<file path="src/rtl/lcd1602_text_ctrl.sv">
// HD44780 / LCD1602 8-bit text controller: on-chip character buffer,
// self-running power-up sequence, and frame redraw on request or continuously.
module lcd1602_text_ctrl #(
  parameter int TICK_DIV     = 50000,
  parameter int EN_SETUP     = 10,
  parameter int EN_HIGH      = 25,
  parameter int CLEAR_STEPS  = 3,
  parameter int COLS         = 16,
  parameter int ROWS         = 2,
  parameter int AUTO_REFRESH = 1,
  parameter int AW           = $clog2(ROWS*COLS)
) (
  input  logic          clk,
  input  logic          rst,
  input  logic          wr_en,
  input  logic [AW-1:0] wr_addr,
  input  logic [7:0]    wr_data,
  input  logic          refresh,
  output logic          busy,
  output logic          done,
  output logic [7:0]    dat,
  output logic          rs,
  output logic          rw,
  output logic          en
);

  localparam int NCH = ROWS * COLS;
  localparam int TW  = $clog2(TICK_DIV);

  typedef enum logic [2:0] {INIT, IDLE, ADDR, CHAR, CLRWAIT} state_e;

  state_e          state_q, state_d;
  logic            run_q, run_d;
  logic [TW-1:0]   tick_q, tick_d;
  logic [7:0]      sub_q, sub_d;
  logic            row_q, row_d;
  logic [5:0]      col_q, col_d;
  logic [AW-1:0]   ptr_q, ptr_d;
  logic            pend_q, pend_d;
  logic            busy_q, busy_d;
  logic            en_q, en_d;
  logic            rs_q, rs_d;
  logic [7:0]      dat_q, dat_d;
  logic [7:0]      buf_q [NCH];

  logic last, req, seq_end, start_fr;

  function automatic logic [7:0] init_cmd(input logic [7:0] i);
    case (i)
      8'd0:    init_cmd = (ROWS == 2) ? 8'h38 : 8'h30;
      8'd1:    init_cmd = 8'h0C;
      8'd2:    init_cmd = 8'h06;
      default: init_cmd = 8'h01;
    endcase
  endfunction

  always_ff @(posedge clk or posedge rst) begin
    if (rst) begin
      for (int i = 0; i < NCH; i++) buf_q[i] <= 8'h20;
    end else if (wr_en && (32'(wr_addr) < NCH)) begin
      buf_q[wr_addr] <= wr_data;
    end
  end

  assign last = (tick_q == TW'(TICK_DIV - 1));
  assign req  = refresh && (AUTO_REFRESH == 0);

  always_comb begin
    state_d  = state_q;
    run_d    = run_q;
    tick_d   = tick_q;
    sub_d    = sub_q;
    row_d    = row_q;
    col_d    = col_q;
    ptr_d    = ptr_q;
    pend_d   = pend_q;
    rs_d     = rs_q;
    dat_d    = dat_q;
    seq_end  = 1'b0;
    start_fr = 1'b0;
    if (run_q) begin
      tick_d = last ? '0 : tick_q + 1'b1;
      if (req) pend_d = 1'b1;
      if (last) begin
        unique case (state_q)
          INIT: begin
            if (sub_q != 8'd3) begin
              sub_d = sub_q + 8'd1;
              rs_d  = 1'b0;
              dat_d = init_cmd(sub_q + 8'd1);
            end else if (CLEAR_STEPS > 1) begin
              state_d = CLRWAIT;
              sub_d   = 8'd1;
            end else begin
              seq_end = 1'b1;
            end
          end
          CLRWAIT: begin
            if (sub_q != 8'(CLEAR_STEPS - 1)) sub_d = sub_q + 8'd1;
            else seq_end = 1'b1;
          end
          ADDR: begin
            state_d = CHAR;
            col_d   = '0;
            rs_d    = 1'b1;
            dat_d   = buf_q[ptr_q];
          end
          CHAR: begin
            if (col_q != 6'(COLS - 1)) begin
              col_d = col_q + 6'd1;
              ptr_d = ptr_q + AW'(1);
              rs_d  = 1'b1;
              dat_d = buf_q[ptr_q + AW'(1)];
            end else if (row_q == 1'b0 && ROWS == 2) begin
              state_d = ADDR;
              row_d   = 1'b1;
              ptr_d   = ptr_q + AW'(1);
              rs_d    = 1'b0;
              dat_d   = 8'hC0;
            end else begin
              seq_end = 1'b1;
            end
          end
          default: ;
        endcase
      end
    end else if (state_q == INIT) begin
      run_d  = 1'b1;
      tick_d = '0;
      sub_d  = 8'd0;
      rs_d   = 1'b0;
      dat_d  = init_cmd(8'd0);
    end else if (req) begin
      start_fr = 1'b1;
    end
    // A refresh seen on the very last cycle collapses into the pending frame
    if (seq_end && (AUTO_REFRESH != 0 || pend_d)) start_fr = 1'b1;
    if (start_fr) begin
      state_d = ADDR;
      run_d   = 1'b1;
      tick_d  = '0;
      row_d   = 1'b0;
      col_d   = '0;
      ptr_d   = '0;
      pend_d  = 1'b0;
      rs_d    = 1'b0;
      dat_d   = 8'h80;
    end else if (seq_end) begin
      state_d = IDLE;
      run_d   = 1'b0;
    end
    busy_d = (state_d != IDLE);
    en_d   = run_d && (state_d != CLRWAIT) &&
             (tick_d >= TW'(EN_SETUP)) &&
             (tick_d < TW'(EN_SETUP + EN_HIGH));
  end

  always_ff @(posedge clk or posedge rst) begin
    if (rst) begin
      state_q <= INIT;
      run_q   <= 1'b0;
      tick_q  <= '0;
      sub_q   <= 8'd0;
      row_q   <= 1'b0;
      col_q   <= '0;
      ptr_q   <= '0;
      pend_q  <= 1'b0;
      busy_q  <= 1'b1;
      en_q    <= 1'b0;
      rs_q    <= 1'b0;
      dat_q   <= 8'h00;
    end else begin
      state_q <= state_d;
      run_q   <= run_d;
      tick_q  <= tick_d;
      sub_q   <= sub_d;
      row_q   <= row_d;
      col_q   <= col_d;
      ptr_q   <= ptr_d;
      pend_q  <= pend_d;
      busy_q  <= busy_d;
      en_q    <= en_d;
      rs_q    <= rs_d;
      dat_q   <= dat_d;
    end
  end

  assign done = run_q && (state_q == CHAR) && last &&
                (row_q == 1'(ROWS - 1)) && (col_q == 6'(COLS - 1));
  assign busy = busy_q;
  assign dat  = dat_q;
  assign rs   = rs_q;
  assign rw   = 1'b0;
  assign en   = en_q;

endmodule
</file>
<file path="config.mk">
export PLATFORM = sky130hd
export DESIGN_NAME = lcd1602_text_ctrl
export DESIGN_NICKNAME = d
export VERILOG_FILES = /design/src/rtl/lcd1602_text_ctrl.sv
export SDC_FILE = /design/constraint.sdc
export NUM_CORES = 1
export LEC_CHECK = 0
export BUFFER_PORTS_ARGS = -buffer_cell sky130_fd_sc_hd__buf_4
export CAP_MARGIN = 30
export CORE_MARGIN = 3
export CORE_UTILIZATION = 30
export CTS_BUF_LIST = sky130_fd_sc_hd__clkbuf_8
export DETAILED_ROUTE_END_ITERATION = 8
export GPL_ROUTABILITY_DRIVEN = 0
export PLACE_DENSITY = 0.5
export SYNTH_ARGS = -nofsm -noshare
export SYNTH_HDL_FRONTEND = slang
export SYNTH_SLANG_ARGS = --single-unit
</file>
<file path="constraint.sdc">
create_clock -name clk -period 11.3 [get_ports clk]
set_input_delay 0.565 -clock clk [delete_from_list [all_inputs] [get_ports clk]]
set_output_delay 0.565 -clock clk [all_outputs]
set_load 0.01 [all_outputs]
</file>
==> results.yml <==
status:
  status: "complete, no violations"
clocking:
  root_buffer: "clkbuf_8"
  clock_latency_ns: 0.67
  cts_sinks: 307
  cts_inserted_buffers: 55
  cts_setup_buffers: 0
  cts_tree: "built"
  clk_pin_slew_worst_paths_ns: 0.06
  clk_path_buf_depth: 3
  cts_hold_buf: 0
  cts.htree.levels: 2
  cts_resized: 0
power:
  clkPwrFrac_pct: 38.0
  p_seq_share_pct: 47.3
  swShare_pct: 26.8
  pwr-share-comb_pct: 14.8
  power.leakage_nw: 7.83
  peakVddDrop_mv: 0.0949
  p_int_mw: 2.21
  powerDensity_nw_per_um2: 156
  power.net_switching_mw: 0.809
route:
  dr.max_layer_used: "met4"
  drc_errors: 0
  drt_iter0_markers: 1058
  drt_pass1_iterations: 8
  ant_nets: 0
  vias: 11600
  wl_met2_mm: 23.1
  met3_length_mm: 2.96
  routed_wl_mm: 51.2
  met1Wirelength_mm: 23.5
  via_per_inst: 5.46
  wl_per_cell_um: 24.0
hold_path:
  worstHoldPathType: "in -> async"
global_route:
  grt_max_degree: 115
  grt_pass1_vias: 11800
  grt_use_total_pct: 17.0
  overflow: 0
  antenna_found_initial: 1
  grt_pass1_wl_mm: 77.2
synth:
  ys_warn_count: 0
  async_reset_ff_share_pct: 100
  ys_seq_area_share_pct: 45.1
  ys.flop_type: "dfrtp_1"
  syn_inst: 1319
  synth.avg_cell_area_um2: 13.0
  syn_area_um2: 17100
  ys_seq_elements: 307
  synthDistinctLibCells: 75
  synth_edf_count: 0
  synth_nets: 1343
critical_path:
  arrival_ns: 4.87
  crit-reg2reg-launch: "ptr_q[1]"
  critPathSlowestCell: "a2111oi_0"
  crit_path_end_kind: "flop"
  reg2reg_slack_ns: 6.92
  critPathKind: "reg -> reg"
  cp_slowest_stage_delay_ns: 0.92
  crit_chain: "ha_4, buf_4, mux4_2, mux2i_1, a32oi_1, a2111oi_0, o31ai_1"
  start_kind: "flop"
  cp.required_ns: 11.78
  reg2regPathDepth: 7
  crit_path_max_fanout: 41
  reg2reg_to: "dat[7]"
cells_and_area:
  drive_gt1_share_pct: 42.3
  seq_area_um2: 7730
  n_antenna_cell: 0
  layout.cells.most_common_list: "271 x dfrtp_1, 264 x mux2_2, 126 x mux4_2, 90 x nand2_1, 72 x clkbuf_8"
  multiInputGateArea_um2: 8970
  fill_cells: 5531
  fin_nets: 1360
  final_common_cell: "dfrtp_1"
  area_growth_pct: 13.2
floorplanning:
  coreArea_um2: 55700
  std_cell_rows: 86
  io_pins: 30
  die_w_um: 245
  start_util_pct: 30.7
  die_h_um: 245
  dieArea_um2: 60000
timing:
  finalSetupViolCount: 0
  holdWs_ns: 0.0938
  post-route-period-util_pct: 38.8
  max_slew_margin_pct: 31.6
  fin_worst_skew_ns: 0.0408
  drv_slew: 0
  period_needed_ns: 4.38
  fmax_mhz: 228
  rsz0062_at_grt: "false"
  fin_tns_setup_ns: 0
  hold_viol_final: 0
  tightestPinTransition_ns: 1.02
run:
  max_cap_violations: 0
placement:
  portBuffers: 27
  hpwl_mm: 33.7
worst max path at each step:
stage / from / to / cells after the start
floorplan: rst / buf_q[0] / 1
global placement: ptr_q[1] / dat[7] / 7
detailed placement: ptr_q[1] / dat[7] / 7
CTS: ptr_q[1] / dat[7] / 7
global route: ptr_q[1] / dat[7] / 7
finish: ptr_q[1] / dat[7] / 7
flip-flops by register name, summed over array words and instances, names as in the netlist:
name	flops
buf_q	256
en	1
col_q	6
tick_q	16
row_q	1
ptr_q	5
dat	8
rs	1
sub_q	8
busy	1
run_q	1
state_q	3
cells by family after synthesis:
group / Yosys count / synth area share, %
multiplexers: 423 / 35.9
flip-flops: 307 / 45.1
AND/OR/NAND/NOR: 295 / 8.86
AO/OA/AOI/OAI: 163 / 6.41
buffers and inverters: 113 / 2.73
XOR/XNOR: 10 / 0.511
adder cells (fa/ha/maj): 7 / 0.511
other: 1 / 0.0219
power groups by stage:
stage / Clock, mW / Combinational (mW) / Sequential (mW)
CTS: 1.18 / 0.450 / 1.42
detailed placement: 0 / 0.448 / 1.44
floorplan: 0 / 0.350 / 1.39
global route: 1.23 / 0.479 / 1.45
finish: 1.15 / 0.445 / 1.43
global placement: 0 / 0.438 / 1.43
per-stage QoR:
step | power, mW | instances | instance area, um^2 | worst slack [ns] | util, %
5_1_grt | 3.16 | 2131 | 19400 | 6.83 | 34.8
3_5_place_dp | 1.89 | 2025 | 18100 | 6.99 | 32.5
4_1_cts | 3.06 | 2129 | 19300 | 7.00 | 34.7
3_3_place_gp | 1.87 | 2016 | 18100 | 6.99 | 32.4
6_report | 3.02 | 2131 | 19400 | 6.92 | 34.8
2_1_floorplan | 1.74 | 1319 | 17100 | 2.30 | -
layer usage:
layer / global-route usage [%] / vias to the layer above
li1: - / 5102
met1: 24.1 / 6098
met2: 26.0 / 356
met3: 3.39 / 85
met4: 5.96 / 0
met5: 0 / -
cell usage after synthesis (13+ instances only):
library cell  count  share of area, %
o21ai_0          42               1.2
mux2_2          264                17
nand2_1          90               2.0
nand3_1          36               1.1
nor2b_1          13              0.47
dfstp_2          33               5.1
buf_2            14              0.41
inv_1            15              0.33
and3_1           13              0.47
nor2_1           56               1.2
a21oi_1          23              0.67
mux4_2          126                17
mux2i_1          33               1.9
dfrtp_1         274                40
clkbuf_1         68               1.5
area by class of cell:
type	instances	share of cell area, %
tap	748	4.83
timing repair buffer	57	2.35
clock inverter	32	1.15
sequential	307	39.9
clock buffer	72	5.11
inverter	16	0.349
multi-input combinational	899	46.3
worst max-delay path, delay by kind of cell (launching register included):
family	cells	cell delay, ns
mux	2	0.78
buf+inv	1	0.69
fa+ha+maj	1	0.71
compound gates	3	1.25
flops	1	0.72
(Power assumes the default switching activity.)
